### src/rtl/la_pkg.sv
// Shared definitions for the logic-analyser capture path: RAMqueue geometry
// and the capture FSM state encoding.
package la_pkg;

  localparam int ENTRIES = 384;
  localparam int LOG2    = 9;

  typedef enum logic [1:0] {
    IDLE = 2'd0,
    RUN  = 2'd1,
    DONE = 2'd2
  } cap_state_t;

endpackage

### src/rtl/smpl_dec.sv
// Sample-rate decimator: produces a one-cycle sample strobe every
// 2^decimator clocks while enabled, and holds its counter at zero otherwise.
module smpl_dec (
  input  logic       clk,
  input  logic       rst_n,
  input  logic       en,
  input  logic [3:0] decimator,
  output logic       smpl_en
);

  logic [15:0] cnt_q;
  logic [15:0] cnt_d;
  logic [15:0] period_m1_s;

  assign period_m1_s = (16'd1 << decimator) - 16'd1;
  assign smpl_en     = en && (cnt_q == period_m1_s);

  // Next count: cleared outside RUN so every capture starts phase-aligned
  always_comb begin
    cnt_d = cnt_q;
    if (!en) begin
      cnt_d = 16'd0;
    end else if (smpl_en) begin
      cnt_d = 16'd0;
    end else begin
      cnt_d = cnt_q + 16'd1;
    end
  end

  // Counter register
  always_ff @(posedge clk or negedge rst_n) begin
    if (!rst_n) begin
      cnt_q <= 16'd0;
    end else begin
      cnt_q <= cnt_d;
    end
  end

endmodule

### src/rtl/capture_ctrl.sv
// Capture controller: runs the RAMqueue write pointer as a circular buffer,
// arms once enough pre-trigger history is stored, and stops tp samples after
// the accepted trigger, leaving the oldest-sample address for the dump.
module capture_ctrl
  import la_pkg::*;
#(
  parameter int ENTRIES = la_pkg::ENTRIES,
  parameter int LOG2    = la_pkg::LOG2
) (
  input  logic            clk,
  input  logic            rst_n,
  input  logic            run_en,
  input  logic            capture_done,
  input  logic            trig,
  input  logic [3:0]      decimator,
  input  logic [LOG2-1:0] trig_pos,
  output logic            we,
  output logic [LOG2-1:0] waddr,
  output logic [LOG2-1:0] ram_addr,
  output logic            set_capture_done,
  output logic            armed,
  output logic            capturing
);

  localparam logic [LOG2-1:0] LAST_A = LOG2'(ENTRIES - 1);
  localparam logic [LOG2:0]   FULL_C = (LOG2 + 1)'(ENTRIES);

  cap_state_t      state_q, state_d;
  logic [LOG2-1:0] wptr_q, wptr_d;
  logic [LOG2:0]   cnt_q, cnt_d;
  logic [LOG2-1:0] ptcnt_q, ptcnt_d;
  logic            trig_q, trig_d;
  logic            armed_q, armed_d;
  logic [LOG2-1:0] ram_addr_q, ram_addr_d;
  logic            set_done_q, set_done_d;

  logic            smpl_en_s;
  logic            in_run_s;
  logic [LOG2-1:0] tp_s;
  logic [LOG2:0]   arm_thr_s;
  logic [LOG2-1:0] wptr_nxt_s;
  logic [LOG2:0]   cnt_nxt_s;
  logic            accept_s;
  logic            term_s;

  assign in_run_s = (state_q == RUN);

  smpl_dec u_smpl_dec (
    .clk       (clk),
    .rst_n     (rst_n),
    .en        (in_run_s),
    .decimator (decimator),
    .smpl_en   (smpl_en_s)
  );

  assign tp_s       = (trig_pos > LAST_A) ? LAST_A : trig_pos;
  assign arm_thr_s  = FULL_C - {1'b0, tp_s};
  assign wptr_nxt_s = !we ? wptr_q : ((wptr_q == LAST_A) ? {LOG2{1'b0}} : wptr_q + 1'b1);
  assign cnt_nxt_s  = (we && (cnt_q < FULL_C)) ? cnt_q + 1'b1 : cnt_q;
  // A write on the accepting cycle is still pre-trigger: trig_q is not yet set
  assign accept_s   = trig && armed_q && !trig_q;
  assign term_s     = in_run_s &&
                      ((trig_q && we && ((ptcnt_q + 1'b1) == tp_s)) ||
                       (accept_s && (tp_s == {LOG2{1'b0}})));

  // FSM state register
  always_ff @(posedge clk or negedge rst_n) begin
    if (!rst_n) begin
      state_q <= IDLE;
    end else begin
      state_q <= state_d;
    end
  end

  // FSM next state
  always_comb begin
    state_d = state_q;
    case (state_q)
      IDLE: begin
        if (run_en && !capture_done) state_d = RUN;
        else                         state_d = IDLE;
      end
      RUN: begin
        if (term_s) state_d = DONE;
        else        state_d = RUN;
      end
      DONE: begin
        if (!capture_done) state_d = IDLE;
        else               state_d = DONE;
      end
      default: state_d = IDLE;
    endcase
  end

  // FSM outputs
  always_comb begin
    we        = 1'b0;
    capturing = 1'b0;
    case (state_q)
      RUN: begin
        we        = smpl_en_s;
        capturing = 1'b1;
      end
      IDLE, DONE: begin
        we        = 1'b0;
        capturing = 1'b0;
      end
      default: begin
        we        = 1'b0;
        capturing = 1'b0;
      end
    endcase
  end

  // Pointer, counters and flags; IDLE keeps them cleared for the next run
  always_comb begin
    wptr_d     = wptr_q;
    cnt_d      = cnt_q;
    ptcnt_d    = ptcnt_q;
    trig_d     = trig_q;
    armed_d    = armed_q;
    ram_addr_d = ram_addr_q;
    set_done_d = 1'b0;
    case (state_q)
      IDLE: begin
        wptr_d  = {LOG2{1'b0}};
        cnt_d   = {(LOG2 + 1){1'b0}};
        ptcnt_d = {LOG2{1'b0}};
        trig_d  = 1'b0;
        armed_d = 1'b0;
      end
      RUN: begin
        wptr_d  = wptr_nxt_s;
        cnt_d   = cnt_nxt_s;
        ptcnt_d = (trig_q && we) ? ptcnt_q + 1'b1 : ptcnt_q;
        trig_d  = trig_q | accept_s;
        if (term_s) begin
          armed_d    = 1'b0;
          set_done_d = 1'b1;
          ram_addr_d = wptr_nxt_s;
        end else begin
          armed_d = armed_q | (cnt_nxt_s >= arm_thr_s);
        end
      end
      DONE: begin
        armed_d = 1'b0;
      end
      default: begin
        wptr_d  = {LOG2{1'b0}};
        cnt_d   = {(LOG2 + 1){1'b0}};
        ptcnt_d = {LOG2{1'b0}};
        trig_d  = 1'b0;
        armed_d = 1'b0;
      end
    endcase
  end

  // Datapath registers
  always_ff @(posedge clk or negedge rst_n) begin
    if (!rst_n) begin
      wptr_q     <= {LOG2{1'b0}};
      cnt_q      <= {(LOG2 + 1){1'b0}};
      ptcnt_q    <= {LOG2{1'b0}};
      trig_q     <= 1'b0;
      armed_q    <= 1'b0;
      ram_addr_q <= {LOG2{1'b0}};
      set_done_q <= 1'b0;
    end else begin
      wptr_q     <= wptr_d;
      cnt_q      <= cnt_d;
      ptcnt_q    <= ptcnt_d;
      trig_q     <= trig_d;
      armed_q    <= armed_d;
      ram_addr_q <= ram_addr_d;
      set_done_q <= set_done_d;
    end
  end

  assign waddr            = wptr_q;
  assign ram_addr         = ram_addr_q;
  assign armed            = armed_q;
  assign set_capture_done = set_done_q;

endmodule
### config.mk
export PLATFORM = sky130hd
export DESIGN_NAME = capture_ctrl
export DESIGN_NICKNAME = d
export VERILOG_FILES = /design/src/rtl/la_pkg.sv /design/src/rtl/smpl_dec.sv /design/src/rtl/capture_ctrl.sv
export SDC_FILE = /design/constraint.sdc
export NUM_CORES = 1
export LEC_CHECK = 0
export ABC_AREA = 1
export ABC_CLOCK_PERIOD_IN_PS = 5000
export BUFFER_PORTS_ARGS = -buffer_cell sky130_fd_sc_hd__buf_2
export CORE_ASPECT_RATIO = 0.9
export CORE_MARGIN = 4
export CORE_UTILIZATION = 55
export CTS_BUF_LIST = sky130_fd_sc_hd__clkbuf_8 sky130_fd_sc_hd__clkbuf_16
export CTS_CLUSTER_SIZE = 14
export DETAILED_ROUTE_END_ITERATION = 8
export HOLD_SLACK_MARGIN = 0.02
export PLACE_DENSITY_LB_ADDON = 0.15
export REMOVE_ABC_BUFFERS = 1
export SLEW_MARGIN = 20
export SYNTH_ARGS = -nofsm -noshare
export SYNTH_HDL_FRONTEND = slang
export SYNTH_SLANG_ARGS = --single-unit
### constraint.sdc
create_clock -name clk -period 5 [get_ports clk]
set_clock_uncertainty 0.1 [all_clocks]
set_input_delay 0.5 -clock clk [delete_from_list [all_inputs] [get_ports clk]]
set_output_delay 0.5 -clock clk [all_outputs]
set_load 0.02 [all_outputs]
======== Word-level counts from Yosys, hierarchy flattened ========
Index checks and enable logic that the tools add are counted.
storage, ports and cells
  bits of input ports ..................... 18
  output and inout port bits .............. 22
  logic and storage cells ................. 65
  flip-flop bits (word level) ............. 58
  memory bits (read-only) ................. 0
  memories ................................ 0
  memory bits (writable) .................. 0
  latch bits .............................. 0
operators by class
  equality and inequality tests ........... 6
  multipliers ............................. 0
  $add $sub $neg .......................... 6
  div/mod/pow operators ................... 0
  bitwise gates (word level) .............. 3
  magnitude comparators ................... 3
  shift operators ......................... 1
  mux-type cells .......................... 21
  reduce and logical (&&, ||, !) cells .... 16
operator list
  kind                     count
  $mux W9                  4
  $pmux W9 S2              2
  $mux W16                 2
  $pmux W10 S2             1
  $add A9 B1 Y9 const B    2
  $add A16 B1 Y16 const B  1
  $eq A16 B16 Y1           1
  $shl A1 B4 Y16 const A   1
  $sub A16 B1 Y16 const B  1
  $add A10 B1 Y10 const B  1
  $ge A10 B10 Y1           1
  $lt A10 B9 Y1 const B    1
  $mux W10                 1
  $sub A9 B9 Y10 const A   1
  $eq A9 B9 Y1             1
  $eq A9 B9 Y1 const B     1
  $gt A9 B9 Y1 const B     1
  $logic_and A1 B1 Y1      9
  $logic_not A9 Y1         1
  $mux W1                  7
  $pmux W2 S3              1
  $mux W2                  2
  $reduce_and A2 Y1        2
  $eq A2 B1 Y1 const B     1
  8 further kinds          10

======== Logic depth before layout (Yosys ltp) ========
  word-level depth ........................ 11
  depth in mapped cells ................... 26

======== By module ========
A second synthesis with hierarchy kept.
unflattened totals
  cells, all modules ...................... 606
  area, all modules ....................... 4,256.6 µm²
by module, submodules not included
  module        area each (µm²)  sequential area each (µm²)  cells an instance  times used
  capture_ctrl  2,875.3          1,051.0                     389                1
  smpl_dec      1,381.3          400.4                       217                1

======== Worst setup path before layout ========
No wires, ideal clock.
  path kind ............................... input -> register
  start ................................... input decimator[3]
  end ..................................... register armed_q, in the netlist armed
  setup slack ............................. 1.399 ns
  setup time .............................. 0.135 ns
  stages .................................. 22
  path buffers ............................ 2
  arrival time ............................ 3.366 ns
  path through ............................ buf_2 nor2_2 nand3_1 ha_1 buf_2 xnor2_1 nand2_1 nand2_1 nand3_1 nor2_1 nand3_1 nor2_1 nand4_1 nand2_1 inv_1 ha_1 nand2_1 nor2_1 o211ai_1 o2111ai_1 a211oi_1 nor3_1
on the way
  longest elaborated chain between the ends .. 11
RTL lines
  item                                                         RTL line                                 source
  from (decl)                                                  capture_ctrl.sv:15                       input logic [3:0] decimator,
  $shl A1 B4 Y16 *                                             smpl_dec.sv:15                           assign period_m1_s = (16'd1 << decimator) - 16'd1;
  $sub A16 B1 Y16 *                                            smpl_dec.sv:15
  $eq A16 B16 Y1 *                                             smpl_dec.sv:16                           assign smpl_en = en && (cnt_q == period_m1_s);
  $logic_and A1 B1 Y1 *                                        smpl_dec.sv:16
  $mux W1 *                                                    capture_ctrl.sv:99                       case (state_q)
  named net we                                                 capture_ctrl.sv:17                       output logic we,
  $logic_and A1 B1 Y1, on equally long branches                capture_ctrl.sv:59, capture_ctrl.sv:63
  $mux W10 / $logic_and A1 B1 Y1 (equally long branches)       capture_ctrl.sv:59, capture_ctrl.sv:63
  $ge A10 B10 Y1 / $logic_or A1 B1 Y1 (equally long branches)  capture_ctrl.sv:142, capture_ctrl.sv:63
  $or A1 B1 Y1 / $logic_and A1 B1 Y1 (equally long branches)   capture_ctrl.sv:142, capture_ctrl.sv:62
  $mux W1 *                                                    capture_ctrl.sv:137                      if (term_s) begin
  $mux W1 *                                                    capture_ctrl.sv:124                      case (state_q)
  named net armed_d                                            capture_ctrl.sv:33                       logic armed_q, armed_d;
  to (signal assigned)                                         capture_ctrl.sv:173                      armed_q <= armed_d;
  to (decl)                                                    capture_ctrl.sv:33
The timed path passes the listed nets; every way through them passes the cells marked *.
A chain may end at the register's enable or synchronous reset.

======== Worst setup path after layout ========
  start ................................... input decimator[3]
  end ..................................... register armed_q, in the netlist armed
on the way
  longest elaborated chain between the ends .. 11
RTL lines
  item                                                         RTL line
  $shl A1 B4 Y16 *                                             smpl_dec.sv:15
  $sub A16 B1 Y16 *                                            smpl_dec.sv:15
  $eq A16 B16 Y1 *                                             smpl_dec.sv:16
  $logic_and A1 B1 Y1 *                                        smpl_dec.sv:16
  $mux W1 *                                                    capture_ctrl.sv:99
  $logic_and A1 B1 Y1, on equally long branches                capture_ctrl.sv:59, capture_ctrl.sv:63
  $mux W10 / $logic_and A1 B1 Y1 (equally long branches)       capture_ctrl.sv:59, capture_ctrl.sv:63
  $ge A10 B10 Y1 / $logic_or A1 B1 Y1 (equally long branches)  capture_ctrl.sv:142, capture_ctrl.sv:63
  $or A1 B1 Y1 / $logic_and A1 B1 Y1 (equally long branches)   capture_ctrl.sv:142, capture_ctrl.sv:62
  $mux W1 *                                                    capture_ctrl.sv:137
  $mux W1 *                                                    capture_ctrl.sv:124
  named net armed_d                                            capture_ctrl.sv:33
Marks and branches as above.

==> summary.md <==
| Metric | Value |
|---|---|
| Status | finished, final reports clean |
| Met3 routed wirelength | 657 µm |
| Vias in the first global route | 4144 |
| TritonCTS clock tree | built |
| Final Wtd Congestion | 0.936 |
| Yosys warns | 0 |
| CP dominant cell by count | nand2_1 |
| Critical path's largest stage delay | just over 300 ps |
| Hold crit path type | in2async |
| Worst Setup End Kind | flop |
| Htree depth | 3 |
| Setup CP Type | in2reg |
| DP HPWL | 8.78 mm |
| Final Hold Viols | 0 |
| CP max-delay cell | ha_1 |
| Post-CTS setup buffers | 0 |
| Routed WL | 11.3 mm |
| Max IR drop VDD | 115 µV |
| Post-CTS Hold Fix Bufs | 0 |
| Mapped Area | 4550 µm² |
| Initial antenna violation count | 0 |
| Reg2reg start | u_smpl_dec.cnt_q[7] |
| Number of enable flip-flop cells after synthesis | 0 |
| Slew Limit Fails | 0 |
| All-Layer GR Usage | about a quarter |
| Worst-path clk slew | 70 ps |
| Sequential element share of the synthesized area | 31.9% |
| Worst-skew pair later-pin latency | 330 ps |
| CORE AREA | 8070 µm² |
| Count leader, synth | nand2_1 |
| Gate Count Post-Synth | around 700 |
| Startpoint Class | input pin |
| M1 wire length | 5.10 mm |
| Starting DRT DRC Count | around 190 |
| Die area | 9800 µm² |
| Reg2Reg Depth | 20 |
| Ys async rst share | between 90% and 100% |
| Most common flop cell mapped by yosys | dfrtp_1 |
| TritonCTS Buffers | 9 |
| RSZ-0062 raised after global routing | no |
| Setup TNS | 0 ps |
| CTS Buffer Depth | 2 |
| Final #Nets | 768 |
| Reg2Reg Setup Slack | 1910 ps |
| Max transition margin | 37.1% |
| Period minus WS final | roughly 3500 ps |
| # DRC | 0 |
| Period utilization | 70.8% |
| Via count | 4424 |
| Avg Inst Size Synth | 6.56 µm² |
| P&R area growth vs syn | 10.9% |
| WL met2 | 5.35 mm |
| First drt pass iteration count | 8 |
| Share of cells above drive strength 1 | 12.0% |
| Die Wd | 104 µm |
| Top-area cell type share of the netlist area | 31.9% |
| GRT overflow | 0 |
| Ports | 40 |
| Max-Cap Viols | 0 |
| Static Leakage | ~2.7 nW |
| Port bufs | 39 |
| Starting density of the core | between 50% and 60% |
| Yosys top cell by area | dfrtp_1 |
| Slew @ Worst Pin | between 900 and 1000 ps |
| Die height | 94.3 µm |
| CTS sink cnt | 58 |
| Req. time, crit path | ~5100 ps |
| Post-cts resize count | 0 |
| Drt via density | between 5 and 6 |
| Pwr Density | about 240 nW/µm² |
| Crit-path cells | buf_2, nor2_2, nand3_1, ha_1, inv_1, nand2_1, nand2_1, nand4_1, nor2_1, nand3_2, nor2_8, nand2_4, nor2_4, nand2_1, o21ai_1, inv_1, ha_1, a21oi_1, o21ai_0, nand2_1, o2111ai_1, a211oi_1, nor3_1 |
| Total power | 0.00123 W |
| Dominant cells by area after synthesis | dfrtp_1, nand2_1, inv_1, nand3_1, nor2_1 |
| Rows | 31 |
| CP delay by family, top | simple AND/OR/NAND/NOR gates |
| First-pass GRT wire length | 19.2 mm |
| Yosys reg bits | 58 |
| F_max | between 200 and 300 MHz |
| Critical Path Fanout Max | 14 |
| Cell Count Post-Placement | 822 |
| Number of diodes | 0 |
| R2R Path End | armed |
| Commonest cells post-synth | nand2_1, inv_1, nor2_1, dfrtp_1, nand3_1 |
| Pin count of the biggest net entering global routing | 59 |
| Antenna-violating nets left | 0 |
| Wire per inst | 13.4 µm |
| Final std cells w/o fill | 838 |
| Root buf cell | clkbuf_8 |
| CP arrival | 3630 ps |
| Final setup violating endpoints | 0 |
| Post-synth cell types | 44 |
| Worst path bufs/invs | 3 |
| Top layer in use | met4 |
## stage by stage
step / util, % / cell area, µm² / hold WS, ps / setup WS (ps)
after CTS: 62.5 / 5050 / 234 / 1480
final: 62.5 / 5050 / 202 / 1460
after floorplan: - / 4500 / 104 / 1580
after global placement: 59.9 / 4830 / 350 / 1250
after global routing: 62.5 / 5050 / 263 / 1160
after detailed placement: 59.9 / 4830 / 355 / 1150
## layout make-up
| type | count | area [µm²] |
|---|---|---|
| sequential | 58 | 1450 |
| clock buffer | 12 | 165 |
| clock inverter | 4 | 48.8 |
| tap | 99 | 124 |
| timing repair buffer | 41 | 210 |
| multi-input combinational | 519 | 2650 |
| fill | 779 | 3020 |
| inverter | 105 | 397 |
## how the worst max path moves through the flow
stage / depth (start not counted) / to / startpoint / slack (ps)
global route: 23 / armed / decimator[3] / 1160
CTS: 23 / armed / decimator[3] / 1480
global placement: 22 / armed / decimator[2] / 1250
detailed placement: 23 / armed / decimator[3] / 1150
finish: 23 / armed / decimator[3] / 1460
floorplan: 20 / armed / decimator[2] / 1580
## state kept, by name (all words and copies together), names as in the netlist, 2 cells and up
signal            flops
ram_addr              9
u_smpl_dec.cnt_q     16
cnt_q                10
waddr                 9
state_q               2
ptcnt_q               9
## logic make-up after synthesis
group	share of synthesized area [%]
simple gates	41.5
xor+xnor	4.23
fa+ha+maj	4.40
compound gates	8.05
other cells	0.0824
flops	31.9
buf+inv	9.90
## cells in the final DEF (no fill, tap or decap), drive strengths merged
| master | instances |
|---|---|
| a211oi | 1 |
| a21boi | 1 |
| a21oi | 11 |
| a31oi | 1 |
| and2 | 1 |
| and3 | 2 |
| buf | 41 |
| bufinv | 1 |
| clkbuf | 12 |
| clkinv | 4 |
| conb | 1 |
| dfrtp | 58 |
| ha | 16 |
| inv | 104 |
| nand2 | 232 |
| nand3 | 61 |
| nand3b | 4 |
| nand4 | 19 |
| nor2 | 74 |
| nor3 | 12 |
| nor3b | 3 |
| nor4 | 5 |
| o2111ai | 1 |
| o211ai | 1 |
| o21ai | 43 |
| o22ai | 7 |
| or2 | 1 |
| xnor2 | 4 |
| xor2 | 18 |
## power by group
group          internal, W  total [W]  switching (W)  leakage, nW
registers         0.000492   0.000523      0.0000307        0.799
logic            0.0000804   0.000242       0.000162         1.81
clock network     0.000270   0.000468       0.000198        0.112
## per-layer routing
metal | up-vias | track usage (%)
met5 | - | 0
met4 | 0 | 6.31
met3 | 18 | 5.43
met2 | 116 | 41.5
met1 | 1997 | 30.7
li1 | 2293 | -
No activity file was read; power rests on OpenSTA's default activity.
